<file path="src/rtl/wide_add_sequencer_if.sv">
// Handshake and adder-slice bundle shared by the requester, the sequencer and the
// external nBITS adder. The slave modport is the sequencer's view.
interface wide_add_sequencer_if #(
    parameter int nBITS   = 4,
    parameter int NSLICES = 4
);
    localparam int W = nBITS * NSLICES;

    logic             req_valid;
    logic             req_ready;
    logic [W-1:0]     req_a;
    logic [W-1:0]     req_b;
    logic             req_cin;

    logic [nBITS-1:0] ain;
    logic [nBITS-1:0] bin;
    logic             cin;
    logic [nBITS-1:0] sum;
    logic             cout;

    logic             rsp_valid;
    logic             rsp_ready;
    logic [W-1:0]     rsp_sum;
    logic             rsp_cout;
    logic             rsp_ovf;

    modport master (
        output req_valid, req_a, req_b, req_cin, rsp_ready, sum, cout,
        input  req_ready, rsp_valid, rsp_sum, rsp_cout, rsp_ovf, ain, bin, cin
    );

    modport slave (
        input  req_valid, req_a, req_b, req_cin, rsp_ready, sum, cout,
        output req_ready, rsp_valid, rsp_sum, rsp_cout, rsp_ovf, ain, bin, cin
    );
endinterface

</file>
<file path="src/rtl/wide_add_sequencer.sv">
// Adds two W-bit operands one nBITS slice per clock through a shared external adder,
// least-significant slice first, chaining the carry through r_carry.
module wide_add_sequencer #(
    parameter int nBITS   = 4,
    parameter int NSLICES = 4
) (
    input  logic                  clk,
    input  logic                  rst_n,
    wide_add_sequencer_if.slave   bus
);
    localparam int W     = nBITS * NSLICES;
    localparam int IDX_W = (NSLICES > 1) ? $clog2(NSLICES) : 1;

    typedef enum logic [1:0] {
        S_IDLE,
        S_RUN,
        S_DONE
    } state_t;

    state_t           r_state;
    state_t           w_next;
    logic [W-1:0]     r_a;
    logic [W-1:0]     r_b;
    logic [W-1:0]     r_res;
    logic             r_carry;
    logic [IDX_W-1:0] r_idx;
    logic [31:0]      w_off;
    logic             w_last;

    assign w_off  = 32'(r_idx) * 32'(nBITS);
    assign w_last = (r_idx == IDX_W'(NSLICES - 1));

    always_ff @(posedge clk) begin
        if (!rst_n) begin
            r_state <= S_IDLE;
            r_a     <= '0;
            r_b     <= '0;
            r_res   <= '0;
            r_carry <= 1'b0;
            r_idx   <= '0;
        end else begin
            r_state <= w_next;
            case (r_state)
                S_IDLE: begin
                    if (bus.req_valid) begin
                        r_a     <= bus.req_a;
                        r_b     <= bus.req_b;
                        r_carry <= bus.req_cin;
                        r_idx   <= '0;
                    end
                end
                S_RUN: begin
                    r_res[w_off +: nBITS] <= bus.sum;
                    r_carry               <= bus.cout;
                    // Hold on the last slice so idx never passes NSLICES-1.
                    if (!w_last) begin
                        r_idx <= r_idx + 1'b1;
                    end
                end
                default: ;
            endcase
        end
    end

    always_comb begin
        w_next        = r_state;
        bus.req_ready = 1'b0;
        bus.ain       = '0;
        bus.bin       = '0;
        bus.cin       = 1'b0;
        bus.rsp_valid = 1'b0;
        bus.rsp_sum   = '0;
        bus.rsp_cout  = 1'b0;
        bus.rsp_ovf   = 1'b0;
        case (r_state)
            S_IDLE: begin
                bus.req_ready = 1'b1;
                if (bus.req_valid) begin
                    w_next = S_RUN;
                end
            end
            S_RUN: begin
                bus.ain = r_a[w_off +: nBITS];
                bus.bin = r_b[w_off +: nBITS];
                bus.cin = r_carry;
                if (w_last) begin
                    w_next = S_DONE;
                end
            end
            S_DONE: begin
                bus.rsp_valid = 1'b1;
                bus.rsp_sum   = r_res;
                bus.rsp_cout  = r_carry;
                bus.rsp_ovf   = (r_a[W-1] == r_b[W-1]) && (r_res[W-1] != r_a[W-1]);
                if (bus.rsp_ready) begin
                    w_next = S_IDLE;
                end
            end
            default: w_next = S_IDLE;
        endcase
    end
endmodule
</file>
<file path="src/flat_wrapper.sv">
// flat-port wrapper written by rule: the top's interface ports become plain ports
module wide_add_sequencer_flat 
#(
    parameter int nBITS   = 4,
    parameter int NSLICES = 4
)
  (clk, rst_n, bus_req_valid, bus_req_a, bus_req_b, bus_req_cin, bus_rsp_ready, bus_sum, bus_cout, bus_req_ready, bus_rsp_valid, bus_rsp_sum, bus_rsp_cout, bus_rsp_ovf, bus_ain, bus_bin, bus_cin);
  wide_add_sequencer_if #(.nBITS(nBITS), .NSLICES(NSLICES)) bus_i ();
  input  logic clk;
  input  logic rst_n;
  input wire logic [$bits(bus_i.req_valid)-1:0] bus_req_valid;
  input wire logic [$bits(bus_i.req_a)-1:0] bus_req_a;
  input wire logic [$bits(bus_i.req_b)-1:0] bus_req_b;
  input wire logic [$bits(bus_i.req_cin)-1:0] bus_req_cin;
  input wire logic [$bits(bus_i.rsp_ready)-1:0] bus_rsp_ready;
  input wire logic [$bits(bus_i.sum)-1:0] bus_sum;
  input wire logic [$bits(bus_i.cout)-1:0] bus_cout;
  output wire logic [$bits(bus_i.req_ready)-1:0] bus_req_ready;
  output wire logic [$bits(bus_i.rsp_valid)-1:0] bus_rsp_valid;
  output wire logic [$bits(bus_i.rsp_sum)-1:0] bus_rsp_sum;
  output wire logic [$bits(bus_i.rsp_cout)-1:0] bus_rsp_cout;
  output wire logic [$bits(bus_i.rsp_ovf)-1:0] bus_rsp_ovf;
  output wire logic [$bits(bus_i.ain)-1:0] bus_ain;
  output wire logic [$bits(bus_i.bin)-1:0] bus_bin;
  output wire logic [$bits(bus_i.cin)-1:0] bus_cin;
  assign bus_i.req_valid = bus_req_valid;
  assign bus_i.req_a = bus_req_a;
  assign bus_i.req_b = bus_req_b;
  assign bus_i.req_cin = bus_req_cin;
  assign bus_i.rsp_ready = bus_rsp_ready;
  assign bus_i.sum = bus_sum;
  assign bus_i.cout = bus_cout;
  assign bus_req_ready = bus_i.req_ready;
  assign bus_rsp_valid = bus_i.rsp_valid;
  assign bus_rsp_sum = bus_i.rsp_sum;
  assign bus_rsp_cout = bus_i.rsp_cout;
  assign bus_rsp_ovf = bus_i.rsp_ovf;
  assign bus_ain = bus_i.ain;
  assign bus_bin = bus_i.bin;
  assign bus_cin = bus_i.cin;
  wide_add_sequencer #(.nBITS(nBITS), .NSLICES(NSLICES)) u_core (.clk(clk), .rst_n(rst_n), .bus(bus_i));
endmodule
</file>
<file path="config.mk">
export PLATFORM = sky130hd
export DESIGN_NAME = wide_add_sequencer_flat
export DESIGN_NICKNAME = d
export VERILOG_FILES = /design/src/rtl/wide_add_sequencer_if.sv /design/src/rtl/wide_add_sequencer.sv /design/src/flat_wrapper.sv
export SDC_FILE = /design/constraint.sdc
export NUM_CORES = 1
export LEC_CHECK = 0
export CAP_MARGIN = 20
export CORE_UTILIZATION = 50
export DETAILED_ROUTE_END_ITERATION = 6
export GPL_ROUTABILITY_DRIVEN = 0
export MAX_ROUTING_LAYER = met4
export PLACE_DENSITY = 0.83
export SETUP_SLACK_MARGIN = 0.02
export SLEW_MARGIN = 25
export SYNTH_ARGS = -nofsm -noshare
export SYNTH_HDL_FRONTEND = slang
export SYNTH_SLANG_ARGS = --single-unit
</file>
<file path="constraint.sdc">
create_clock -name clk -period 2.5 [get_ports clk]
set_input_delay 0.375 -clock clk [delete_from_list [all_inputs] [get_ports clk]]
set_output_delay 0.375 -clock clk [all_outputs]
set_load 0.005 [all_outputs]
</file>
==> flow_metrics.tcl, run 1 <==
set metrics [dict create \
    status "finished, final reports clean" \
    overflow 0 \
    num_vias 2162 \
    critical_path_class "reg -> out" \
    initialDrtViolationCount 131 \
    async_reset_ff_share_pct 0 \
    ff_latch_area_um2 1060 \
    grt_use_total_pct 23.0 \
    avgRoutedWirePerCell_um 13.1 \
    drive_gt1_share_pct 7.51 \
    tns_ns 0 \
    synthCells 282 \
    setup_viol 0 \
    final_common_cell "nand2_1" \
    ys_warn_count 0 \
    syn_avg_cell_area_um2 8.96 \
    drt_pre_antenna_iters 5 \
    row_count 25 \
    drv_cap 0 \
    clkLatencyLatePin_ns 0.31 \
    power.density_nw_per_um2 508 \
    peakVddDrop_v 0.000316 \
    path_clk_slew_ns 0.09 \
    die_height_um 73.1 \
    final.min_clock_period_ns 2.39 \
    finalNetCount 393 \
    worstSetupEndpointType "output port" \
    finClkSkew_ns 0.00504 \
    coreArea_um2 4790 \
    drc 0 \
    power_frac_seq_pct 53.6 \
    syn_area_um2 2530 \
    yosys-top-cells-area "dfxtp_1 (42%), nand2_1 (12%), a21boi_1 (8.6%), and2_1 (6.7%), mux4_2 (6.2%)" \
    grt_pass1_vias 1927 \
    max_slew_margin_pct 62.6 \
    cp_cell_sequence "mux4_2 -> and2_1 -> clkdlybuf4s50_1" \
    cts_sinks 53 \
    synth.top_cell.area_share_pct 42.0 \
    fin_hold_ws_ns 0.452 \
    finalHoldViolCount 0 \
    viasPerCell 5.23 \
    crit_path_max_incr_delay_ns 0.69 \
    finalCritPeriodShare_pct 95.5 \
    ys.flop_type "dfxtp_1" \
    synth_area_leader_cell "dfxtp_1" \
    cp_max_fo 13 \
    start_kind "flop" \
    die-area_um2 5340 \
    grt_max_degree 60 \
    post-cts-setup-buffers 0 \
    synth_edf_count 0 \
    initial_core_util_pct 52.8 \
    syn_nets 330 \
    yosysSeqAreaShare_pct 42.0 \
    multi_input_area_um2 1330 \
    clock_power_share_pct 30.7 \
    p_sw_share_pct 24.5 \
    ant_nets 0 \
    slew_violations 0 \
    wl_um 5430 \
    rsz0062_at_grt "true" \
    tightest_slew_ns 0.561 \
    grt_first_pass_wirelength_um 9060 \
    hold_class "reg -> reg" \
    die_x_um 73.1 \
    comb_power_share_pct 15.7 \
    fmax_mhz 419 \
    critPathArrivalTime_ns 2.01 \
    hpwl_um 3820 \
    htreeDepth 2 \
    cp.required_ns 2.12 \
    ios 71 \
    internal_power_uw 1280 \
    yosys_register_bits 53 \
    cts_buffer_depth 2 \
    switching_power_uw 416 \
    mostFrequentLayoutCells "nand2_1 (84), clkdlybuf4s50_1 (70), dfxtp_1 (53), a21boi_1 (29), and2_1 (27)" \
    port_buffers 70 \
    cts-buffers-inserted 5 \
    critPathSlowestCell "dfxtp_1" \
    root_buffer "clkbuf_8" \
    yosysUniqueCellTypes 31 \
    cts_tree "yes" \
    antenna_found_initial 0 \
    diodes 0 \
    num-fill-cells 385 \
    leakage_uw 0.00124 \
    area_growth_pct 32.5 \
]
-- through the flow --
step           util (%)  cell area (µm²)  instances  setup WS, ns  total power (µW)
5_1_grt            70.0             3350        413       0.00863              1780
4_1_cts            69.9             3340        413        0.0226              1710
2_1_floorplan         -             2530        282         0.755              1090
6_report           70.0             3350        413         0.112              1700
3_5_place_dp       67.7             3240        405         0.387              1200
3_3_place_gp       67.7             3240        405         0.441              1190
-- critical path, delay by kind of cell, from the launching register on --
| kind | cells | cell delay, ns |
|---|---|---|
| muxes | 1 | 0.39 |
| and+or+nand+nor | 1 | 0.18 |
| DFF | 1 | 0.69 |
| buffers and inverters | 1 | 0.45 |
-- final timing paths --
check	slack, ns	startpoint	to	cells after the start
max	0.11	u_core.r_idx[1]	bus_bin[2]	3
min reg2reg	0.45	u_core.r_b[10]	u_core.r_b[10]	2
max reg2reg	0.58	u_core.r_idx[1]	u_core.r_res[1]	5
min	0.45	u_core.r_b[10]	u_core.r_b[10]	2
-- registers in the layout (all words and copies together) (netlist names) --
name and count:
u_core.r_a 16, u_core.r_res 16, u_core.r_b 16, u_core.r_carry 1, u_core.r_idx 2, u_core.r_state 2
-- power groups by stage --
stage,Combinational [µW],Clock [µW],Sequential [µW]
final,267,523,911
after global routing,296,568,916
after CTS,269,531,910
after detailed placement,268,0,930
after global placement,262,0,928
after floorplan,169,0,920
-- kinds of logic after synthesis --
kind of cell | after synthesis | synth area share (%)
AOI/OAI and AO/OA | 54 | 15.6
adders and majority gates | 6 | 2.97
buffers and inverters | 24 | 5.60
DFF | 53 | 42.0
muxes | 8 | 7.28
and+or+nand+nor | 137 | 26.6
-- timing repair --
item                       4_1_cts  5_1_grt
gates resized for setup          0        2
setup endpoints to repair        0        9
hold buffers                     0        0
-- cells in the mapped netlist, types with 2 or more instances --
library cell	instances
dfxtp_1	53
inv_1	4
a21boi_1	29
nor2b_1	6
o21ai_0	2
and3b_1	3
ha_1	6
clkbuf_1	9
nand4_1	3
nand2_1	84
a21boi_0	4
o22ai_1	12
nor3_1	2
and2_1	27
a32oi_1	4
nand3b_1	2
mux4_2	7
buf_6	6
nor2_1	3
buf_2	5
-- area by class of cell --
cell class                      count  area share (%)
Inverter                            4           0.448
Timing Repair Buffer               76            22.8
Multi-Input combinational cell    205            39.6
Clock buffer                        7            2.88
Tap cell                           67            2.50
Sequential cell                    53            31.7
Clock inverter                      1           0.149
-- metal layers --
metal  track usage, %  routed length (µm)  part of all wire (%)
met2             35.8                2700                    50
met3             5.25                 230                   4.2
met1             30.0                2430                    45
met4             6.54                  63                   1.2
met5                -                   0                     0
(Power assumes the default switching activity.)
==> run 2: changes to the inputs <==
Settings changed: REMOVE_ABC_BUFFERS set to 1.
==> run 2 against run 1 <==
  * Clock power down 11%
  * Final area is 0.15% lower
  * Final cell count rose by 0.73%
  * Sequential share of layout area is 0.085 points higher
  * Critical path type unchanged
  * Largest cell class unchanged
  * Largest power group unchanged
==> flow_metrics.tcl, run 2 (synthesis results as in run 1) <==
set metrics [dict create \
    hold_buffers 0 \
    timing.final.ws_setup_ns 0.125 \
    r2r_start "u_core.r_idx[1]" \
    tns_ns 0 \
    finalCritPeriodShare_pct 95.0 \
    ios 71 \
    finClkSkew_ns 0.00445 \
    ant_nets 0 \
    cp_max_fo 16 \
    drc 0 \
    diodes 0 \
    hpwl_um 3740 \
    p_total_uw 1650 \
    fin_cells 416 \
    wl_um 5220 \
    cts_buffer_depth 2 \
    num_vias 2123 \
    antenna_found_initial 0 \
    hp-start "u_core.r_b[0]" \
    reg_top3 "u_core.r_a x16, u_core.r_b x16, u_core.r_res x16" \
    critPathSlowestCell "mux4_1" \
    setup_viol 0 \
    rsz0062_at_grt "true" \
    grt_max_degree 60 \
    row_count 25 \
    viasPerCell 5.10 \
    cp_cell_sequence "buf_6 -> mux4_1 -> and2_1 -> clkdlybuf4s50_1" \
    mostFrequentLayoutCells "nand2_1 (84), clkdlybuf4s50_1 (70), dfxtp_1 (52), a21boi_1 (29), and2_1 (27)" \
    dp_slack_ns 0.390 \
    drive_gt1_share_pct 8.02 \
    fmax_mhz 421 \
    htreeDepth 2 \
    crit_start "u_core.r_idx[0]" \
    grt_use_total_pct 21.6 \
    die-area_um2 5340 \
    leakage_uw 0.00124 \
    slew_violations 0 \
    clkLatencyLatePin_ns 0.30 \
    fin_hold_ws_ns 0.456 \
    coreArea_um2 4790 \
    dp.cells 408 \
    root_buffer "clkbuf_8" \
    start_kind "flop" \
    crit_path_max_incr_delay_ns 0.56 \
    hold_class "reg -> reg" \
    worstSetupEndpointType "output port" \
    die_height_um 73.1 \
    initialDrtViolationCount 129 \
    critPathArrivalTime_ns 2.00 \
    grt_pass1_vias 1862 \
    power.density_nw_per_um2 492 \
    drv_cap 0 \
    status "finished, final reports clean" \
    area_growth_pct 32.3 \
    peakVddDrop_v 0.000330 \
    final.min_clock_period_ns 2.37 \
    drt_pre_antenna_iters 4 \
    cts-buffers-inserted 5 \
    grt_first_pass_wirelength_um 8620 \
    cts.repair.resized 0 \
    cts_tree "yes" \
    finalHoldViolCount 0 \
    post-cts-setup-buffers 0 \
    num-fill-cells 385 \
    overflow 0 \
    port_buffers 70 \
    finalNetCount 396 \
    max_slew_margin_pct 67.5 \
    final_common_cell "nand2_1" \
    tightest_slew_ns 0.487 \
    critical_path_class "reg -> out" \
    die_x_um 73.1 \
    avgRoutedWirePerCell_um 12.5 \
    initial_core_util_pct 52.8 \
    path_clk_slew_ns 0.09 \
    cp.required_ns 2.12 \
    cts_sinks 53 \
]
==> run 2: final timing paths <==
| check | endpoint | slack, ns | cells past startpoint |
|---|---|---|---|
| setup / recovery | bus_bin[0] | 0.13 | 4 |
| hold reg to reg | u_core.r_b[0] | 0.46 | 2 |
| hold / removal | u_core.r_b[0] | 0.46 | 2 |
| setup reg to reg | u_core.r_res[3] | 0.74 | 5 |
==> run 2: worst max-delay path: cells and delay by family (launching register included) <==
family,cells,cell delay [ns]
muxes,1,0.56
buffers and inverters,2,0.64
and+or+nand+nor,1,0.17
DFF,1,0.33
==> run 2: report_power, final <==
group | internal [µW] | switching, µW | leakage, µW
combinational | 151 | 118 | 0.000764
sequential | 884 | 26.6 | 0.000433
clock | 199 | 267 | 0.0000385
==> run 2: layout make-up <==
class,count,area (µm²),share of cell area [%]
multi-input combinational,205,1330,39.7
inverter,4,15.0,0.449
timing repair buffer,79,772,23.1
clock inverter,1,7.51,0.225
tap,67,83.8,2.51
sequential,53,1060,31.8
clock buffer,7,76.3,2.28
==> run 2: stage by stage <==
stage / util (%) / cell area [µm²]
after CTS: 69.7 / 3340
after detailed placement: 67.9 / 3250
final: 69.9 / 3340
after global routing: 69.9 / 3340
after floorplan: - / 2400
after global placement: 67.9 / 3250
==> run 2: per-layer routing <==
| metal | global-route usage [%] | vias to the layer above | share of wire [%] |
|---|---|---|---|
| met5 | - | - | 0 |
| met4 | 6.97 | 0 | 1.2 |
| met3 | 4.01 | 7 | 5.6 |
| met2 | 33.3 | 68 | 48 |
| met1 | 28.8 | 963 | 45 |
| li1 | - | 1085 | - |
